==> src/rtl/irq_controller_if.sv <==
// Processor-side bundle for the interrupt controller.
// Holds the CPU interrupt handshake and the 8-bit register bus.
interface irq_controller_if;
   logic       CPU_INT_RAISE;
   logic [2:0] CPU_INT_ID;
   logic       CPU_INT_ACK;
   logic [7:0] BUS_ADDR;
   logic [7:0] BUS_DATA_IN;
   logic       BUS_WE;
   logic [7:0] BUS_DATA_OUT;

   modport master (
      output CPU_INT_ACK, BUS_ADDR, BUS_DATA_IN, BUS_WE,
      input  CPU_INT_RAISE, CPU_INT_ID, BUS_DATA_OUT
   );

   modport slave (
      input  CPU_INT_ACK, BUS_ADDR, BUS_DATA_IN, BUS_WE,
      output CPU_INT_RAISE, CPU_INT_ID, BUS_DATA_OUT
   );
endinterface

==> src/rtl/irq_controller.sv <==
// Interrupt scheduler: edge-detected pending bits, mask, fixed
// priority (lowest index wins), one raise at a time with timeout.
module irq_controller #(
   parameter int       N_SRC     = 4,
   parameter bit [7:0] BASE_ADDR = 8'hC0,
   parameter int       TIMEOUT   = 1023,
   parameter int       HOLDOFF   = 2
) (
   input  logic             CLK,
   input  logic             RESET,
   input  logic [N_SRC-1:0] IRQ_IN,
   output logic [N_SRC-1:0] IRQ_ACK_OUT,
   irq_controller_if.slave  bus
);

   typedef enum logic [1:0] {
      S_IDLE,
      S_RAISE,
      S_ACK,
      S_HOLD
   } state_t;

   localparam logic [7:0]  PEND_ADDR = BASE_ADDR + 8'd1;
   localparam logic [15:0] TMO_LAST  = 16'(TIMEOUT - 1);
   localparam logic [15:0] HOLD_LAST =
      (HOLDOFF == 0) ? 16'd0 : 16'(HOLDOFF - 1);

   state_t           r_state;
   state_t           w_next;
   logic [N_SRC-1:0] r_sync1;
   logic [N_SRC-1:0] r_sync2;
   logic [N_SRC-1:0] r_prev;
   logic [N_SRC-1:0] r_pending;
   logic [N_SRC-1:0] r_mask;
   logic [2:0]       r_id;
   logic [15:0]      r_cnt;
   logic [7:0]       r_rdata;
   logic [N_SRC-1:0] w_rise;
   logic [N_SRC-1:0] w_avail;
   logic [N_SRC-1:0] w_clr;
   logic [2:0]       w_sel;
   logic             w_hit_mask;
   logic             w_hit_pend;
   logic             w_unused;

   assign w_rise     = r_sync2 & ~r_prev;
   assign w_avail    = r_pending & ~r_mask;
   assign w_hit_mask = (bus.BUS_ADDR == BASE_ADDR);
   assign w_hit_pend = (bus.BUS_ADDR == PEND_ADDR);
   assign w_unused   = ^bus.BUS_DATA_IN;

   // Descending scan so the lowest set index is the last to assign.
   always_comb begin
      w_sel = 3'd0;
      for (int i = N_SRC - 1; i >= 0; i--) begin
         if (w_avail[i]) w_sel = 3'(i);
      end
   end

   always_comb begin
      w_clr = '0;
      for (int i = 0; i < N_SRC; i++) begin
         w_clr[i] = (r_state == S_ACK) && (r_id == 3'(i));
      end
   end

   always_ff @(posedge CLK or posedge RESET) begin
      if (RESET) r_state <= S_IDLE;
      else       r_state <= w_next;
   end

   always_comb begin
      w_next = r_state;
      unique case (r_state)
         S_IDLE:  if (|w_avail) w_next = S_RAISE;
         S_RAISE: begin
            if (bus.CPU_INT_ACK)        w_next = S_ACK;
            else if (r_cnt == TMO_LAST) w_next = S_HOLD;
         end
         S_ACK:   w_next = S_HOLD;
         S_HOLD:  if (r_cnt == HOLD_LAST) w_next = S_IDLE;
         default: w_next = S_IDLE;
      endcase
   end

   always_comb begin
      bus.CPU_INT_RAISE = (r_state == S_RAISE);
      bus.CPU_INT_ID    = (r_state == S_RAISE) ? r_id : 3'd0;
      IRQ_ACK_OUT       = w_clr;
      bus.BUS_DATA_OUT  = r_rdata;
   end

   // One counter serves both the raise timeout and the holdoff.
   always_ff @(posedge CLK or posedge RESET) begin
      if (RESET) begin
         r_cnt <= 16'd0;
         r_id  <= 3'd0;
      end else begin
         if (w_next != r_state) r_cnt <= 16'd0;
         else                   r_cnt <= r_cnt + 16'd1;
         if (r_state == S_IDLE && |w_avail) r_id <= w_sel;
      end
   end

   // A fresh edge outranks the ack clear on the same bit.
   always_ff @(posedge CLK or posedge RESET) begin
      if (RESET) begin
         r_sync1   <= '0;
         r_sync2   <= '0;
         r_prev    <= '0;
         r_pending <= '0;
      end else begin
         r_sync1   <= IRQ_IN;
         r_sync2   <= r_sync1;
         r_prev    <= r_sync2;
         r_pending <= (r_pending & ~w_clr) | w_rise;
      end
   end

   always_ff @(posedge CLK or posedge RESET) begin
      if (RESET) begin
         r_mask  <= '0;
         r_rdata <= 8'd0;
      end else begin
         if (bus.BUS_WE && w_hit_mask)
            r_mask <= bus.BUS_DATA_IN[N_SRC-1:0];
         if (bus.BUS_WE)      r_rdata <= 8'd0;
         else if (w_hit_mask) r_rdata <= 8'(r_mask);
         else if (w_hit_pend) r_rdata <= 8'(r_pending);
         else                 r_rdata <= 8'd0;
      end
   end

endmodule

==> src/flat_wrapper.sv <==
// flat-port wrapper written by rule: the top's interface ports become plain ports
module irq_controller_flat 
#(
   parameter int       N_SRC     = 4,
   parameter bit [7:0] BASE_ADDR = 8'hC0,
   parameter int       TIMEOUT   = 1023,
   parameter int       HOLDOFF   = 2
)
  (CLK, RESET, IRQ_IN, IRQ_ACK_OUT, bus_CPU_INT_ACK, bus_BUS_ADDR, bus_BUS_DATA_IN, bus_BUS_WE, bus_CPU_INT_RAISE, bus_CPU_INT_ID, bus_BUS_DATA_OUT);
  irq_controller_if bus_i ();
  input  logic CLK;
  input  logic RESET;
  input  logic [N_SRC-1:0] IRQ_IN;
  output logic [N_SRC-1:0] IRQ_ACK_OUT;
  input wire logic [$bits(bus_i.CPU_INT_ACK)-1:0] bus_CPU_INT_ACK;
  input wire logic [$bits(bus_i.BUS_ADDR)-1:0] bus_BUS_ADDR;
  input wire logic [$bits(bus_i.BUS_DATA_IN)-1:0] bus_BUS_DATA_IN;
  input wire logic [$bits(bus_i.BUS_WE)-1:0] bus_BUS_WE;
  output wire logic [$bits(bus_i.CPU_INT_RAISE)-1:0] bus_CPU_INT_RAISE;
  output wire logic [$bits(bus_i.CPU_INT_ID)-1:0] bus_CPU_INT_ID;
  output wire logic [$bits(bus_i.BUS_DATA_OUT)-1:0] bus_BUS_DATA_OUT;
  assign bus_i.CPU_INT_ACK = bus_CPU_INT_ACK;
  assign bus_i.BUS_ADDR = bus_BUS_ADDR;
  assign bus_i.BUS_DATA_IN = bus_BUS_DATA_IN;
  assign bus_i.BUS_WE = bus_BUS_WE;
  assign bus_CPU_INT_RAISE = bus_i.CPU_INT_RAISE;
  assign bus_CPU_INT_ID = bus_i.CPU_INT_ID;
  assign bus_BUS_DATA_OUT = bus_i.BUS_DATA_OUT;
  irq_controller #(.N_SRC(N_SRC), .BASE_ADDR(BASE_ADDR), .TIMEOUT(TIMEOUT), .HOLDOFF(HOLDOFF)) u_core (.CLK(CLK), .RESET(RESET), .IRQ_IN(IRQ_IN), .IRQ_ACK_OUT(IRQ_ACK_OUT), .bus(bus_i));
endmodule
==> config.mk <==
export PLATFORM = sky130hd
export DESIGN_NAME = irq_controller_flat
export DESIGN_NICKNAME = d
export VERILOG_FILES = /design/src/rtl/irq_controller_if.sv /design/src/rtl/irq_controller.sv /design/src/flat_wrapper.sv
export SDC_FILE = /design/constraint.sdc
export NUM_CORES = 1
export LEC_CHECK = 0
export ABC_AREA = 1
export CAP_MARGIN = 10
export CORE_MARGIN = 1.5
export CORE_UTILIZATION = 51
export CTS_CLUSTER_DIAMETER = 50
export CTS_CLUSTER_SIZE = 12
export DETAILED_ROUTE_END_ITERATION = 12
export PLACE_DENSITY = 0.81
export SLEW_MARGIN = 20
export SYNTH_ARGS = -nofsm -noshare
export SYNTH_HDL_FRONTEND = slang
export SYNTH_SLANG_ARGS = --single-unit
==> constraint.sdc <==
create_clock -name CLK -period 1.9 [get_ports CLK]
set_clock_uncertainty 0.1 [all_clocks]
set_input_delay 0.19 -clock CLK [delete_from_list [all_inputs] [get_ports CLK]]
set_output_delay 0.19 -clock CLK [all_outputs]
set_load 0.03 [all_outputs]
==> results.md <==
- Setup Buffers After CTS: 0
- CP Class: flip-flop to primary output
- IO Pins: 40
- Worst path slowest cell: dlygate4sd2_1
- Pwr/cell area: 1049 nW/um2
- Hold Path Class: primary input to async pin
- Register area share after synthesis: 52.76%
- Ratio of cells with drive above 1 in the final layout: 11.23%
- Synth cell types: 25
- Final worst-path cycle share: 95.01%
- Worst EP arrival: 1.52 ns
- Status: complete, no violations
- Post-CTS resize count: 7
- Asr flop ratio synth: 100.0%
- Worst flop-to-flop path startpoint: u_core.r_cnt[1]$_DFF_PP0_
- Kind of cell adding the most delay to the critical path: buffers and inverters
- Worst r2r path cells: 13
- Core area: 3971 um2
- Worst Setup End Kind: primary output
- Critical Path Fanout Max: 4
- Design Power: 2.636 mW
- Root Buffer: clkbuf_8
- Post-synth EDFFs: 0
- Yosys warns: 0
- Synth Area per Inst: 8.732 um2
- Clock slew at the register clock pins of the worst setup and hold paths: 0.09 ns
- Yosys reg bits: 44
- GRT Total Usage: 18.98%
- Post-place setup slack: 0.07823 ns
- Iteration-0 DRC Markers: 73
- Final min period: 1.805 ns
- Initial antenna violation count: 0
- # rows: 23
- Ant diodes: 0
- Maximum VDD drop: 671.7 uV
- R2r endpoint: u_core.r_cnt[2]$_DFF_PP0_
- R2R setup slack: 0.20 ns
- Grt ovf: 0
- Final RePlAce weighted congestion: 0.8869
- Detailed placement HPWL: 2776 um
- Vias in the first global route: 1467
- First-pass GRT wire length: 6210 um
- Remaining DRCs: 0
- CP Cell Sequence: inv_1, nand2_1, nor3_1, dlygate4sd2_1
- Startpoint types: flip-flop
- Area growth, synth to finish: 20.44%
- Max cap viols: 0
- WP buf/inv: 2
- Die height: 66.97 um
- RSZ-0062 raised after global routing: no
- Main flop type after synthesis: dfrtp_1
- Port bufs: 30
- Largest net degree at the start of global routing: 45
- Tightest Pin Transition: 0.5329 ns
- CTS buffer count: 5
- Setup TNS: 0 ns
- DRT Wirelength: 3743 um
- Sink Count: 44
- DR WL/cell: 11.48 um
- Met1 GRT Util: 22.87%
- Critical Path RT: 1.61 ns
- 1st-pass router iterations: 4
- Max incr delay on CP: 0.43 ns
- Die Area: 4485 um2
- Met2 usage: 32.38%
- CTS tree: done
- Setup ws final: 0.09490 ns
- Pins Over Slew Limit: 0
- Slew HR: 64.47%
- Hold_ws: 0.2216 ns
- Netlist Area Pre-Place: 2087 um2
- Synth Instances: 239
- Fin nets: 302
- Static leakage: 1.211 nW
- H-Tree Depth: 2
- Clock latency on the worst-skew pair: 0.30 ns
- Post-route antenna net violation count: 0
- Via density: 4.770
- Fmax: 0.5540 GHz
- Die width: 66.97 um
- Final setup vio count: 0
- CTS Hold Bufs: 0
- GR peak layer: met2
- Vias: 1555
- Final Hold Viols: 0
- Bufs on Longest Clock Path: 2
- GR Layer Usage met3: 5.574%
- Initial Util: 52.55%
-- report_power, final --
group | switching, mW | internal [mW] | leakage [nW]
Sequential | 0.0975 | 1.04 | 0.558
Combinational | 0.542 | 0.228 | 0.599
Clock | 0.331 | 0.396 | 0.0548
-- routing by layer --
layer / vias up / routed length [um]
met4: 0 / 55
li1: 797 / -
met2: 39 / 1814
met5: - / 0
met1: 712 / 1684
met3: 7 / 188
-- cell usage in the layout (no fill, tap or decap), drive strengths merged --
master / instances
nand2: 61
dfrtp: 44
nor2: 43
inv: 32
clkdlybuf4s50: 23
nand3: 14
clkbuf: 8
xor2: 7
nor3: 6
xnor2: 5
conb: 5
o22ai: 4
a21oi: 4
dlygate4sd2: 4
nand4: 3
ha: 3
o21ai: 2
buf: 2
nor4: 2
o21bai: 1
or2: 1
bufinv: 1
clkinvlp: 1
-- how the worst max path moves through the flow --
stage                                start  cells after the start                            end  slack, ns
2_1_floorplan  u_core.r_state[0]$_DFF_PP0_                      4  u_core.r_pending[0]$_DFF_PP0_       0.27
3_3_place_gp   u_core.r_state[0]$_DFF_PP0_                      4                 IRQ_ACK_OUT[3]       0.08
3_5_place_dp   u_core.r_state[0]$_DFF_PP0_                      4                 IRQ_ACK_OUT[3]       0.08
4_1_cts        u_core.r_state[0]$_DFF_PP0_                      4                 IRQ_ACK_OUT[3]       0.04
5_1_grt        u_core.r_state[0]$_DFF_PP0_                      4                 IRQ_ACK_OUT[1]      0.009
6_report       u_core.r_state[0]$_DFF_PP0_                      4                 IRQ_ACK_OUT[1]       0.09
-- flip-flops by register name, summed over array words and instances (netlist names) --
signal	flops
u_core.r_prev	4
u_core.r_sync2	4
u_core.r_id	2
u_core.r_cnt	16
u_core.r_pending	4
u_core.r_mask	4
u_core.r_state	2
u_core.r_sync1	4
u_core.bus.BUS_DATA_OUT	4
-- stage by stage --
step	utilization, %	instances	area (um2)
global placement	60.90	318	2419
finish	63.30	326	2514
detailed placement	60.90	318	2419
floorplan	-	243	2102
global route	63.30	326	2514
CTS	63.58	326	2525
-- worst reg2reg max path, delay by kind of cell (launching register included) --
family	cells	cell delay (ns)
fa+ha+maj	1	0.13
buf+inv	2	0.10
flops	1	0.43
simple gates	10	0.81
-- area by class of cell --
| cell class | count | area (um2) |
|---|---|---|
| fillers | 333 | 1458 |
| flip-flops and latches | 44 | 1101 |
| multi-input cells | 161 | 823.3 |
| repair buffers | 32 | 295.3 |
| inverters | 31 | 116.4 |
| clock buffers | 5 | 68.82 |
| well taps | 50 | 62.56 |
| clock inverters | 3 | 46.29 |
-- cells by family after synthesis --
logic type | count (synthesis) | share of synthesized area, %
AO/OA/AOI/OAI | 11 | 2.998
XOR/XNOR | 12 | 5.036
adder cells (fa/ha/maj) | 3 | 1.799
buffers and inverters | 38 | 8.513
flip-flops | 44 | 52.76
other | 1 | 0.1797
AND/OR/NAND/NOR | 130 | 28.72
-- Yosys cell counts, types with 2 or more instances --
| cell | count | area (um2) |
|---|---|---|
| nand2_1 | 57 | 214.0 |
| dfrtp_1 | 44 | 1101 |
| nor2_1 | 32 | 120.1 |
| inv_1 | 31 | 116.4 |
| nand3_1 | 14 | 70.07 |
| nor2_2 | 10 | 62.56 |
| xor2_1 | 7 | 61.31 |
| nor3_1 | 6 | 30.03 |
| buf_4 | 5 | 37.54 |
| xnor2_1 | 5 | 43.79 |
| a21oi_1 | 4 | 20.02 |
| o22ai_1 | 4 | 25.02 |
| ha_1 | 3 | 37.54 |
| nand2_2 | 3 | 18.77 |
| nand4_1 | 3 | 18.77 |
| o21ai_0 | 2 | 10.01 |
No activity file was read; power rests on OpenSTA's default activity.
